File: src/rtl/arranque_rampa_param.sv
`default_nettype none
// arranque_rampa_param: staged soft-start ramp controller (IDLE/RAMP_UP/RUN/RAMP_DOWN).
// Optional macro RAMPDOWN_EN: Parar ramps stages down instead of dropping them at once.
module arranque_rampa_param #(
  parameter int N_STEPS    = 3,
  parameter int CLK_DIV    = 100000000,
  parameter int DWELL_FAST = 1,
  parameter int DWELL_SLOW = 3
) (
  input  logic                         clk,
  input  logic                         reset,
  input  logic                         Rapido,
  input  logic                         Lento,
  input  logic                         Parar,
  output logic [N_STEPS-1:0]           level,
  output logic [$clog2(N_STEPS+1)-1:0] step_idx,
  output logic                         busy,
  output logic                         running
);

  localparam int SW     = $clog2(N_STEPS + 1);
  localparam int PW     = $clog2(CLK_DIV + 1);
  localparam int DMAX   = (DWELL_FAST > DWELL_SLOW) ? DWELL_FAST : DWELL_SLOW;
  localparam int DW     = $clog2(DMAX + 1);
  localparam logic [SW-1:0] LAST    = SW'(N_STEPS);
  localparam logic [SW-1:0] ONE     = SW'(1);
  localparam logic [PW-1:0] PRE_MAX = PW'(CLK_DIV - 1);
  localparam logic [DW-1:0] DF_MAX  = DW'(DWELL_FAST - 1);
  localparam logic [DW-1:0] DS_MAX  = DW'(DWELL_SLOW - 1);

`ifdef RAMPDOWN_EN
  typedef enum logic [1:0] {IDLE, RAMP_UP, RUN, RAMP_DOWN} state_t;
`else
  typedef enum logic [1:0] {IDLE, RAMP_UP, RUN} state_t;
`endif

  state_t        state, state_nx;
  logic [SW-1:0] step_nx;
  logic [PW-1:0] pre, pre_nx;
  logic [DW-1:0] dw, dw_nx, dw_max;
  logic          mode_fast, mode_nx;
  logic          tick, stop_req, changed, ramping, ramping_nx;
  logic [N_STEPS-1:0] level_nx;

  always_ff @(posedge clk or posedge reset) begin
    if (reset) begin
      state     <= IDLE;
      step_idx  <= '0;
      pre       <= '0;
      dw        <= '0;
      mode_fast <= 1'b0;
      level     <= '0;
      busy      <= 1'b0;
      running   <= 1'b0;
    end else begin
      state     <= state_nx;
      step_idx  <= step_nx;
      pre       <= pre_nx;
      dw        <= dw_nx;
      mode_fast <= mode_nx;
      level     <= level_nx;
      busy      <= ramping_nx;
      running   <= (state_nx == RUN);
    end
  end

  always_comb begin
    state_nx = state;
    step_nx  = step_idx;
    mode_nx  = mode_fast;
    dw_nx    = dw;
    tick     = (pre == PRE_MAX);
    dw_max   = mode_fast ? DF_MAX : DS_MAX;
    stop_req = Parar && (state == RAMP_UP || state == RUN);
`ifdef RAMPDOWN_EN
    ramping    = (state == RAMP_UP) || (state == RAMP_DOWN);
    ramping_nx = (state_nx == RAMP_UP) || (state_nx == RAMP_DOWN);
`else
    ramping    = (state == RAMP_UP);
    ramping_nx = (state_nx == RAMP_UP);
`endif

    if (stop_req) begin
`ifdef RAMPDOWN_EN
      state_nx = RAMP_DOWN;
`else
      state_nx = IDLE;
      step_nx  = '0;
`endif
    end else begin
      case (state)
        IDLE: begin
          if ((Rapido || Lento) && !Parar) begin
            step_nx  = ONE;
            mode_nx  = Rapido;
            state_nx = (ONE == LAST) ? RUN : RAMP_UP;
          end
        end
        RAMP_UP: begin
          if (tick) begin
            if (dw == dw_max) begin
              step_nx = step_idx + ONE;
              if (step_nx == LAST) state_nx = RUN;
            end else begin
              dw_nx = dw + DW'(1);
            end
          end
        end
        RUN: ;
`ifdef RAMPDOWN_EN
        RAMP_DOWN: begin
          if (tick) begin
            if (dw == dw_max) begin
              step_nx = step_idx - ONE;
              if (step_nx == '0) state_nx = IDLE;
            end else begin
              dw_nx = dw + DW'(1);
            end
          end
        end
`endif
        default: state_nx = IDLE;
      endcase
    end

`ifdef RAMPDOWN_EN
    ramping_nx = (state_nx == RAMP_UP) || (state_nx == RAMP_DOWN);
`else
    ramping_nx = (state_nx == RAMP_UP);
`endif

    // Every state entry or step change restarts the dwell timing from zero.
    changed = (state_nx != state) || (step_nx != step_idx);
    if (changed) begin
      pre_nx = '0;
      dw_nx  = '0;
    end else if (ramping) begin
      pre_nx = tick ? '0 : pre + PW'(1);
    end else begin
      pre_nx = '0;
    end

    level_nx = '0;
    for (int k = 0; k < N_STEPS; k++) level_nx[k] = (k < int'(step_nx));
  end

endmodule
`default_nettype wire

File: config.mk
export PLATFORM = sky130hd
export DESIGN_NAME = arranque_rampa_param
export DESIGN_NICKNAME = d
export VERILOG_FILES = /design/src/rtl/arranque_rampa_param.sv
export SDC_FILE = /design/constraint.sdc
export NUM_CORES = 1
export LEC_CHECK = 0
export BUFFER_PORTS_ARGS = -buffer_cell sky130_fd_sc_hd__buf_4
export CAP_MARGIN = 20
export CELL_PAD_IN_SITES_DETAIL_PLACEMENT = 1
export CELL_PAD_IN_SITES_GLOBAL_PLACEMENT = 2
export CORE_ASPECT_RATIO = 1.2
export CORE_MARGIN = 1
export CORE_UTILIZATION = 35
export CTS_CLUSTER_DIAMETER = 60
export CTS_CLUSTER_SIZE = 20
export DETAILED_ROUTE_END_ITERATION = 8
export PLACE_DENSITY = 0.81
export SLEW_MARGIN = 30
export SYNTH_ARGS = -nofsm -noshare
export SYNTH_HDL_FRONTEND = slang
export SYNTH_SLANG_ARGS = --single-unit
File: constraint.sdc
create_clock -name clk -period 2.2 [get_ports clk]
set_clock_uncertainty 0.1 [all_clocks]
set_input_delay 0.55 -clock clk [delete_from_list [all_inputs] [get_ports clk]]
set_output_delay 0.55 -clock clk [all_outputs]
set_load 0.02 [all_outputs]
### Word level (Yosys, flattened, before mapping)

Index checks and enable logic that the tools add are counted.

| word-level totals | value |
|---|---|
| word-level logic and storage cells | 57 |
| bits in writable memories | 0 |
| input bits | 5 |
| bits in read-only memories | 0 |
| register bits after elaboration | 39 |
| memories kept | 0 |
| bits in latches | 0 |

| operators by class | value |
|---|---|
| shift-type cells | 0 |
| equality and inequality tests | 11 |
| multipliers | 0 |
| divide/modulo/power cells | 0 |
| bitwise logic cells | 1 |
| magnitude comparators | 3 |
| reductions and logical operators | 11 |
| muxes and demuxes | 20 |
| $add $sub $neg | 3 |

Operator list:

| cell | number |
|---|---|
| $mux 27 | 3 |
| $mux 2 | 15 |
| $add 27x1->27 const B | 1 |
| $eq 27x27->1 const B | 1 |
| $eq 2x2->1 const B | 3 |
| $pmux 2 s3 | 1 |
| $add 2x1->2 const B | 2 |
| $eq 2x1->1 const B | 2 |
| $lt 1x2->1 const A | 2 |
| $ne 2x2->1 | 2 |
| $pmux 2 s2 | 1 |
| $reduce_and 4->1 | 1 |
| $reduce_bool 2->1 | 2 |
| $logic_or 1x1->1 | 3 |
| $reduce_and 3->1 | 1 |
| $eq 2x2->1 | 1 |
| $logic_and 1x1->1 | 2 |
| $logic_not 2->1 | 1 |
| $lt 2x2->1 const A | 1 |
| $ne 2x1->1 const B | 1 |
| $ne 2x2->1 const B | 1 |
| $logic_not 1->1 | 1 |
| $not 1->1 | 1 |

### Depth between registers and ports, before layout

Gate-level depths: netlist (run 1).

| depth | value |
|---|---|
| depth after elaboration | 11 |
| depth in mapped cells | 10 |

### Worst setup path after synthesis (run 1)

OpenSTA, ideal clock, no wires.

| path | value |
|---|---|
| path type | register to register |
| start point | register state[0] |
| end point | register pre[15] |
| arrival | 2.109 ns |
| setup time | 0.072 ns |
| path buffers | 2 |
| stages on the path, launching flop included | 11 |
| setup slack | -0.080 ns |
| required time | 2.028 ns |
| cells stage by stage | dfrtp_1 > inv_1 > ha_1 > and2_1 > buf_2 > nor3_4 > a21boi_2 > a211oi_2 > or3b_4 > buf_6 > nor2_1 |

| between the ends | value |
|---|---|
| longest elaborated chain between the ends | 8 |
| elaborated cells on any way between the ends | 18 |
| those cells by class | eq/ne (4); mux (10); reduce/logical (4) |

Ends and longest elaborated chain:

| what | line | source |
|---|---|---|
| start, declared | 37 | `state_t state, state_nx;` |
| start signal, assigned | 56 | `state <= state_nx;` |
| $mux 2 | 103 | `if (step_nx == LAST) state_nx = RUN;` |
| $mux 2 | 101 | `if (dw == dw_max) begin` |
| $mux 2 | 100 | `if (tick) begin` |
| $pmux 2 s3 | 91 | `case (state)` |
| $mux 2 | 83 | `if (stop_req) begin` |
| $ne 2x2->1 | 133 | `changed = (state_nx != state) \|\| (step_nx != step_idx);` |
| $logic_or 1x1->1 | 133 |  |
| $mux 27 * | 134 | `if (changed) begin` |
| net pre_nx[15] | 39 | `logic [PW-1:0] pre, pre_nx;` |
| end signal, assigned | 58 | `pre <= pre_nx;` |
| end, declared | 39 |  |

Mark *: on every way through the listed nets, which the timed path passes. The rest lies on a longest branch.
A chain may end at the register's enable or synchronous reset.

### Final worst setup path (run 1)

| path | value |
|---|---|
| start point | register state[1] |
| end point | register pre[23] |

Same word-level chain as after synthesis.

==> results of run 1 <==
==> where the power goes <==
| group | total, W | switching [W] | internal (W) |
|---|---|---|---|
| Clock | 0.000595 | 0.000261 | 0.000334 |
| Sequential | 0.000804 | 0.0000397 | 0.000764 |
| Combinational | 0.00103 | 0.000609 | 0.000424 |
| Total | 0.00243 | 0.000910 | 0.00152 |
==> flip-flops by register name, indices dropped and copies added, names as in the netlist <==
signal and cells:
busy 1, dw 2, level 3, mode_fast 1, pre 27, running 1
state 2, step_idx 1
==> layer usage <==
layer	GRT usage [%]	vias up	part of all wire [%]
met5	0	-	0
met4	5.88	0	2.3
met1	20.2	886	44
met2	31.5	26	52
li1	-	846	-
met3	3.47	11	2.1
==> layout make-up <==
| cell class | count | area [um^2] | area share, % |
|---|---|---|---|
| multi-input combinational | 174 | 1230 | 46.1 |
| sequential | 38 | 951 | 35.7 |
| timing repair buffer | 32 | 240 | 9.01 |
| tap | 80 | 100 | 3.76 |
| clock buffer | 5 | 68.8 | 2.58 |
| clock inverter | 3 | 40.0 | 1.50 |
| inverter | 10 | 37.5 | 1.41 |
==> worst register-to-register path: stages (launching register included) <==
cell,delay [ns]
sky130_fd_sc_hd__dfrtp_1,0.39
sky130_fd_sc_hd__inv_2,0.10
sky130_fd_sc_hd__ha_4,0.21
sky130_fd_sc_hd__and2_4,0.15
sky130_fd_sc_hd__nor3_4,0.20
sky130_fd_sc_hd__a21boi_4,0.22
sky130_fd_sc_hd__a211oi_4,0.08
sky130_fd_sc_hd__or3b_4,0.50
sky130_fd_sc_hd__nor2_2,0.12
==> what timing repair did <==
action / CTS / global route
setup buffers: 0 / 3
setup endpoints to repair: 0 / 31
gates resized for setup: 0 / 26
==> metrics by stage <==
stage                     instances  setup TNS, ns
final                           342              0
after global routing            342         -0.237
after CTS                       336              0
after detailed placement        328         -0.701
after global placement          328         -0.269
after floorplan                 225              0
==> placed cells by master, fill, tap and decap left out, types with 5 or more instances in the layout <==
master                     count
sky130_fd_sc_hd__o21ai_0       6
sky130_fd_sc_hd__xnor2_1      10
sky130_fd_sc_hd__nand4_1       8
sky130_fd_sc_hd__xor2_1       16
sky130_fd_sc_hd__nor2b_1       5
sky130_fd_sc_hd__nand3_1       9
sky130_fd_sc_hd__inv_1         8
sky130_fd_sc_hd__nor2_1       29
sky130_fd_sc_hd__dfrtp_1      38
sky130_fd_sc_hd__ha_1          5
sky130_fd_sc_hd__clkbuf_8      5
sky130_fd_sc_hd__buf_4        32
sky130_fd_sc_hd__nor2_2        6
sky130_fd_sc_hd__nor3_1       10
sky130_fd_sc_hd__a21oi_1       8
sky130_fd_sc_hd__nand2_1      17
==> kinds of logic (layout without fill, tap and decap cells) <==
family	count (synthesis)	count (layout)	share of synthesized area (%)
xor+xnor	26	26	10.7
compound gates	29	29	9.35
flops	38	38	44.7
buf+inv	16	50	3.88
simple gates	109	112	27.3
fa+ha+maj	7	7	4.12
==> worst paths after layout <==
path                       startpoint   endpoint  slack, ns  cells past startpoint
hold / removal                  reset    pre[10]       0.28                      3
hold reg to reg                pre[0]     pre[0]       0.45                      2
setup reg to reg             state[1]    pre[23]       0.06                      8
setup / recovery             state[1]    pre[23]       0.06                      8
min in group clk               Rapido  mode_fast       0.41                      2
max in group asynchronous       reset     pre[0]       1.38                      3
==> results.md, run 1 <==
- Measured slew at the worst slew-check pin: 0.500 ns
- Pleak: 1.14 nW
- Die height: 87.4 um
- Top cell type by total area after synthesis: sky130_fd_sc_hd__dfrtp_1
- Detailed-placement wirelength estimate: 3510 um
- Clk buf depth: 2
- Final count of pins violating max slew: 0
- Final routed DRC violation total: 0
- Number of synthesized register bits: 38
- Effective utilization at floorplan: 37.1%
- Core region area: 5740 um^2
- Nature of the critical path startpoint: flop
- Number of enable-type register cells in the synthesized netlist: 0
- Commonest cells in the synthesized netlist: sky130_fd_sc_hd__dfrtp_1 (38), sky130_fd_sc_hd__nor2_1 (37), sky130_fd_sc_hd__nand2_1 (18), sky130_fd_sc_hd__xor2_1 (16)
- Crit path DAT: 2.27 ns
- Antenna violations before repair: 0
- # Max-Cap Violations: 0
- Share of async-settable or async-resettable flops after synthesis: 100%
- Vias in the first global route: 1851
- Final critical delay including setup and external delays: 2.14 ns
- Non-Filler Cell Area, Final: 2670 um^2
- Clock transition at path regs: 0.08 ns
- Overall die width: 73.2 um
- Max-slew headroom: 66.7%
- Number of top-level pins: 12
- Number of nets with antenna violations after routing: 0
- Yosys warns: 0
- Result of the run: finished, final reports clean
- Fmax: 466 MHz
- Final worst-path cycle share: 97.5%
- Endpoint required time on the critical path: 2.32 ns
- Util after Layout: 46.4%
- Setup-violating endpoint count in the final report: 0
- Mean number of vias per cell: 5.17
- CTS tree: built
- Post-synth top flop: sky130_fd_sc_hd__dfrtp_1
- # H-tree levels: 2
- Worst-case setup margin in the final layout: 0.0559 ns
- Area fraction of the dominant cell type after synthesis: 44.7%
- Synthesized cell area: 2130 um^2
- Tot GR Track Use: 17.4%
- Critical Path, Cell by Cell: inv_2, ha_4, and2_4, nor3_4, a21boi_4, a211oi_4, or3b_4, nor2_2
- Fill count: 668
- Leading post-synthesis cells by cell area: sky130_fd_sc_hd__dfrtp_1 (45%), sky130_fd_sc_hd__xor2_1 (6.6%), sky130_fd_sc_hd__nor2_1 (6.5%)
- Number of I/O port buffers: 11
- Clock sink count: 38
- Final worst hold slack: 0.278 ns
- Post-synthesis average cell area: 9.46 um^2
- Register area share after synthesis: 44.7%
- Unique masters post-synth: 43
- RSZ-0062 raised after global routing: yes
- Power per cell area: 913 nW/um^2
- Net total in the final layout: 273
- Cells after synthesis: 225
- Bufs and invs on worst path: 1
- Post-Syn Nets: 237
- Type of the worst setup path: reg2reg
- Hold-fix buffers, CTS: 0
- Post-place instance area: 2410 um^2
- Pin count of the biggest net entering global routing: 39
- Number of vias in the routed layout: 1769
- Detailed Routing Iterations Pass 1: 4
- First-pass GRT wire length: 8490 um
- Number of buffers inserted during clock tree synthesis: 5
- Category of cells accounting for the largest share of critical-path delay: simple AND/OR/NAND/NOR gates
- Most frequently used cell type in the post-synthesis netlist: sky130_fd_sc_hd__dfrtp_1
- Weighted congestion reported at the end of routability-driven placement: 0.741
- Max stage delay cell, worst path: sky130_fd_sc_hd__or3b_4
- Layout area overhead: 25.2%
- Worst skew pair latency: 0.30 ns
- Largest fanout on the critical path: 6
- Routed wire length per instance: 15.5 um
- ANT cells: 0
- Number of cell rows: 30
- Endpoints failing hold: 0
- Number of violations reported at the end of detailed-routing iteration 0: 42
- Total design power: 0.00243 W
- Highest ir drop seen on vdd: 0.000354 V
- Root Buffer: sky130_fd_sc_hd__clkbuf_8
- Worst slack, placed: -0.0691 ns
- Overall die area: 6400 um^2
- Worst min path class: in2async
- Fraction of final layout cells with drive strength greater than 1: 27.5%
- Total wirelength of the detailed-routed design: 5320 um
- Overflow left after global routing: 0
- Critical Path Max Stage Delay: 0.50 ns
- Kind of capture point of the worst setup path: flop
Note: power is estimated with default switching activity, not from simulation.
==> run 2, diff against run 1 <==
Settings changed: CORE_MARGIN 1 to 2.
==> results.md, run 2 (synthesized netlist as in run 1, its figures left out) <==
- Result of the run: complete, but fails checks
- Worst min path class: in2async
- Worst-case setup margin in the final layout: -0.0264 ns
- Antenna violations before repair: 0
- Kind of capture point of the worst setup path: flop
- Critical path depth: 9
- Violated checks: negative setup slack
- Worst skew pair latency: 0.29 ns
- Cell mode on critical path: sky130_fd_sc_hd__buf_4
- Number of I/O port buffers: 11
- Final worst-path cycle share: 101%
- # Max-Cap Violations: 0
- Measured slew at the worst slew-check pin: 0.506 ns
- Net total in the final layout: 273
- Number of buffers inserted during clock tree synthesis: 5
- RSZ-0062 raised after global routing: yes
- Category of cells accounting for the largest share of critical-path delay: simple AND/OR/NAND/NOR gates
- Overall die area: 6720 um^2
- CTS tree: built
- Max stage delay cell, worst path: sky130_fd_sc_hd__or3b_4
- Number of cells traversed by the worst register-to-register path: 9
- Pin count of the biggest net entering global routing: 39
- Layout area overhead: 25.0%
- Total wirelength of the detailed-routed design: 5240 um
- Fraction of final layout cells with drive strength greater than 1: 29.0%
- Final count of pins violating max slew: 0
- Total design power: 0.00232 W
- First-pass GRT wire length: 8490 um
- Detailed-placement wirelength estimate: 3600 um
- Commonest cells after routing, fill and taps aside: sky130_fd_sc_hd__dfrtp_1 (38), sky130_fd_sc_hd__buf_4 (32), sky130_fd_sc_hd__nor2_1 (23), sky130_fd_sc_hd__nand2_1 (18), sky130_fd_sc_hd__xor2_1 (16)
- Number of flip-flops under the largest register name: 27
- Effective utilization at floorplan: 35.6%
- Reg with most FFs: pre
- ANT cells: 0
- Die height: 89.4 um
- Met3 Usage GRT: 3.04%
- Mean number of vias per cell: 5.06
- Number of violations reported at the end of detailed-routing iteration 0: 31
- Weighted congestion reported at the end of routability-driven placement: 0.775
- Detailed Routing Iterations Pass 1: 4
- Root Buffer: sky130_fd_sc_hd__clkbuf_8
- Critical Path, Cell by Cell: inv_2, buf_4, buf_4, ha_2, a211oi_1, o21ai_1, o211ai_1, or3b_4, nor2_1
- Routed wire length per instance: 15.2 um
- Worst slack, placed: -0.0893 ns
- Pleak: 1.12 nW
- Number of cell rows: 31
- Number of vias in the routed layout: 1740
- Number of top-level pins: 12
- Fmax: 449 MHz
- GR Util met1: 19.6%
- Tot GR Track Use: 16.7%
- Endpoint required time on the critical path: 2.31 ns
- Clk buf depth: 2
- Non-filler cells, final: 344
- Final routed DRC violation total: 0
- Overflow left after global routing: 0
- Nature of the critical path startpoint: flop
- Core region area: 5970 um^2
- Largest fanout on the critical path: 6
- Met2 Usage GRT: 30.6%
- Bufs and invs on worst path: 3
- Top flop regs: pre x27, level x3
- Crit path DAT: 2.34 ns
- GRT busiest layer: met2
- Power per cell area: 874 nW/um^2
- Clock sink count: 38
- Type of the worst setup path: reg2reg
- Number of nets with antenna violations after routing: 0
- # H-tree levels: 2
- Critical Path Max Stage Delay: 0.56 ns
- Vias in the first global route: 1790
- Highest ir drop seen on vdd: 0.000373 V
- Max-slew headroom: 66.1%
- Post-Route Setup TNS: -0.0809 ns
- Overall die width: 75.2 um
- Endpoints failing hold: 0
- Final critical delay including setup and external delays: 2.23 ns
- Util after Layout: 44.6%
- Setup-violating endpoint count in the final report: 6
- Clock transition at path regs: 0.08 ns
- Placed cell count: 329
- Commonest non-fill, non-tap cell in the layout: sky130_fd_sc_hd__dfrtp_1
-- run 2: report_power, final --
| part | total, W | switching (W) | leakage, nW | internal (W) |
|---|---|---|---|---|
| logic | 0.00104 | 0.000617 | 0.552 | 0.000418 |
| clock network | 0.000490 | 0.000237 | 0.0482 | 0.000253 |
| registers | 0.000800 | 0.0000351 | 0.520 | 0.000764 |
-- run 2: area by class of cell --
| cell class | count | area (um^2) |
|---|---|---|
| clock inverters | 1 | 5.00 |
| inverters | 10 | 37.5 |
| flip-flops and latches | 38 | 951 |
| well taps | 82 | 103 |
| clock buffers | 7 | 86.3 |
| fillers | 720 | 3310 |
| repair buffers | 32 | 240 |
| multi-input cells | 174 | 1240 |
-- run 2: worst paths after layout --
check,from,to,slack [ns]
worst max-delay path,state[0],pre[5],-0.03
worst min register to register,pre[0],pre[0],0.44
max in group asynchronous,reset,pre[20],1.38
worst min-delay path,reset,mode_fast,0.27
min in group clk,Rapido,mode_fast,0.40
worst max register to register,state[0],pre[5],-0.03
-- run 2: repair_timing --
item / 4_1_cts / 5_1_grt
pin swaps: 1 / 22
gates resized for setup: 2 / 31
buffers inserted: 0 / 4
endpoints found under the setup margin: 22 / 32
cloned: 1 / 2
hold buffers: 0 / 0
-- run 2: per-layer routing --
metal | share of wire (%) | wire length (um)
met5 | 0 | 0
met4 | 1.8 | 93
met3 | 2.4 | 125
met2 | 54 | 2830
met1 | 42 | 2180
-- run 2: metrics by stage --
step	hold slack (ns)	area, um^2
after floorplan	0.344	2140
after global placement	0.425	2410
after detailed placement	0.433	2410
after CTS	0.296	2520
after global routing	0.333	2660
final	0.272	2660
-- run 2: worst min-delay path, cell delays in order --
cell and delay (ns):
sky130_fd_sc_hd__buf_4 0.10, sky130_fd_sc_hd__inv_1 0.04, sky130_fd_sc_hd__buf_4 0.41
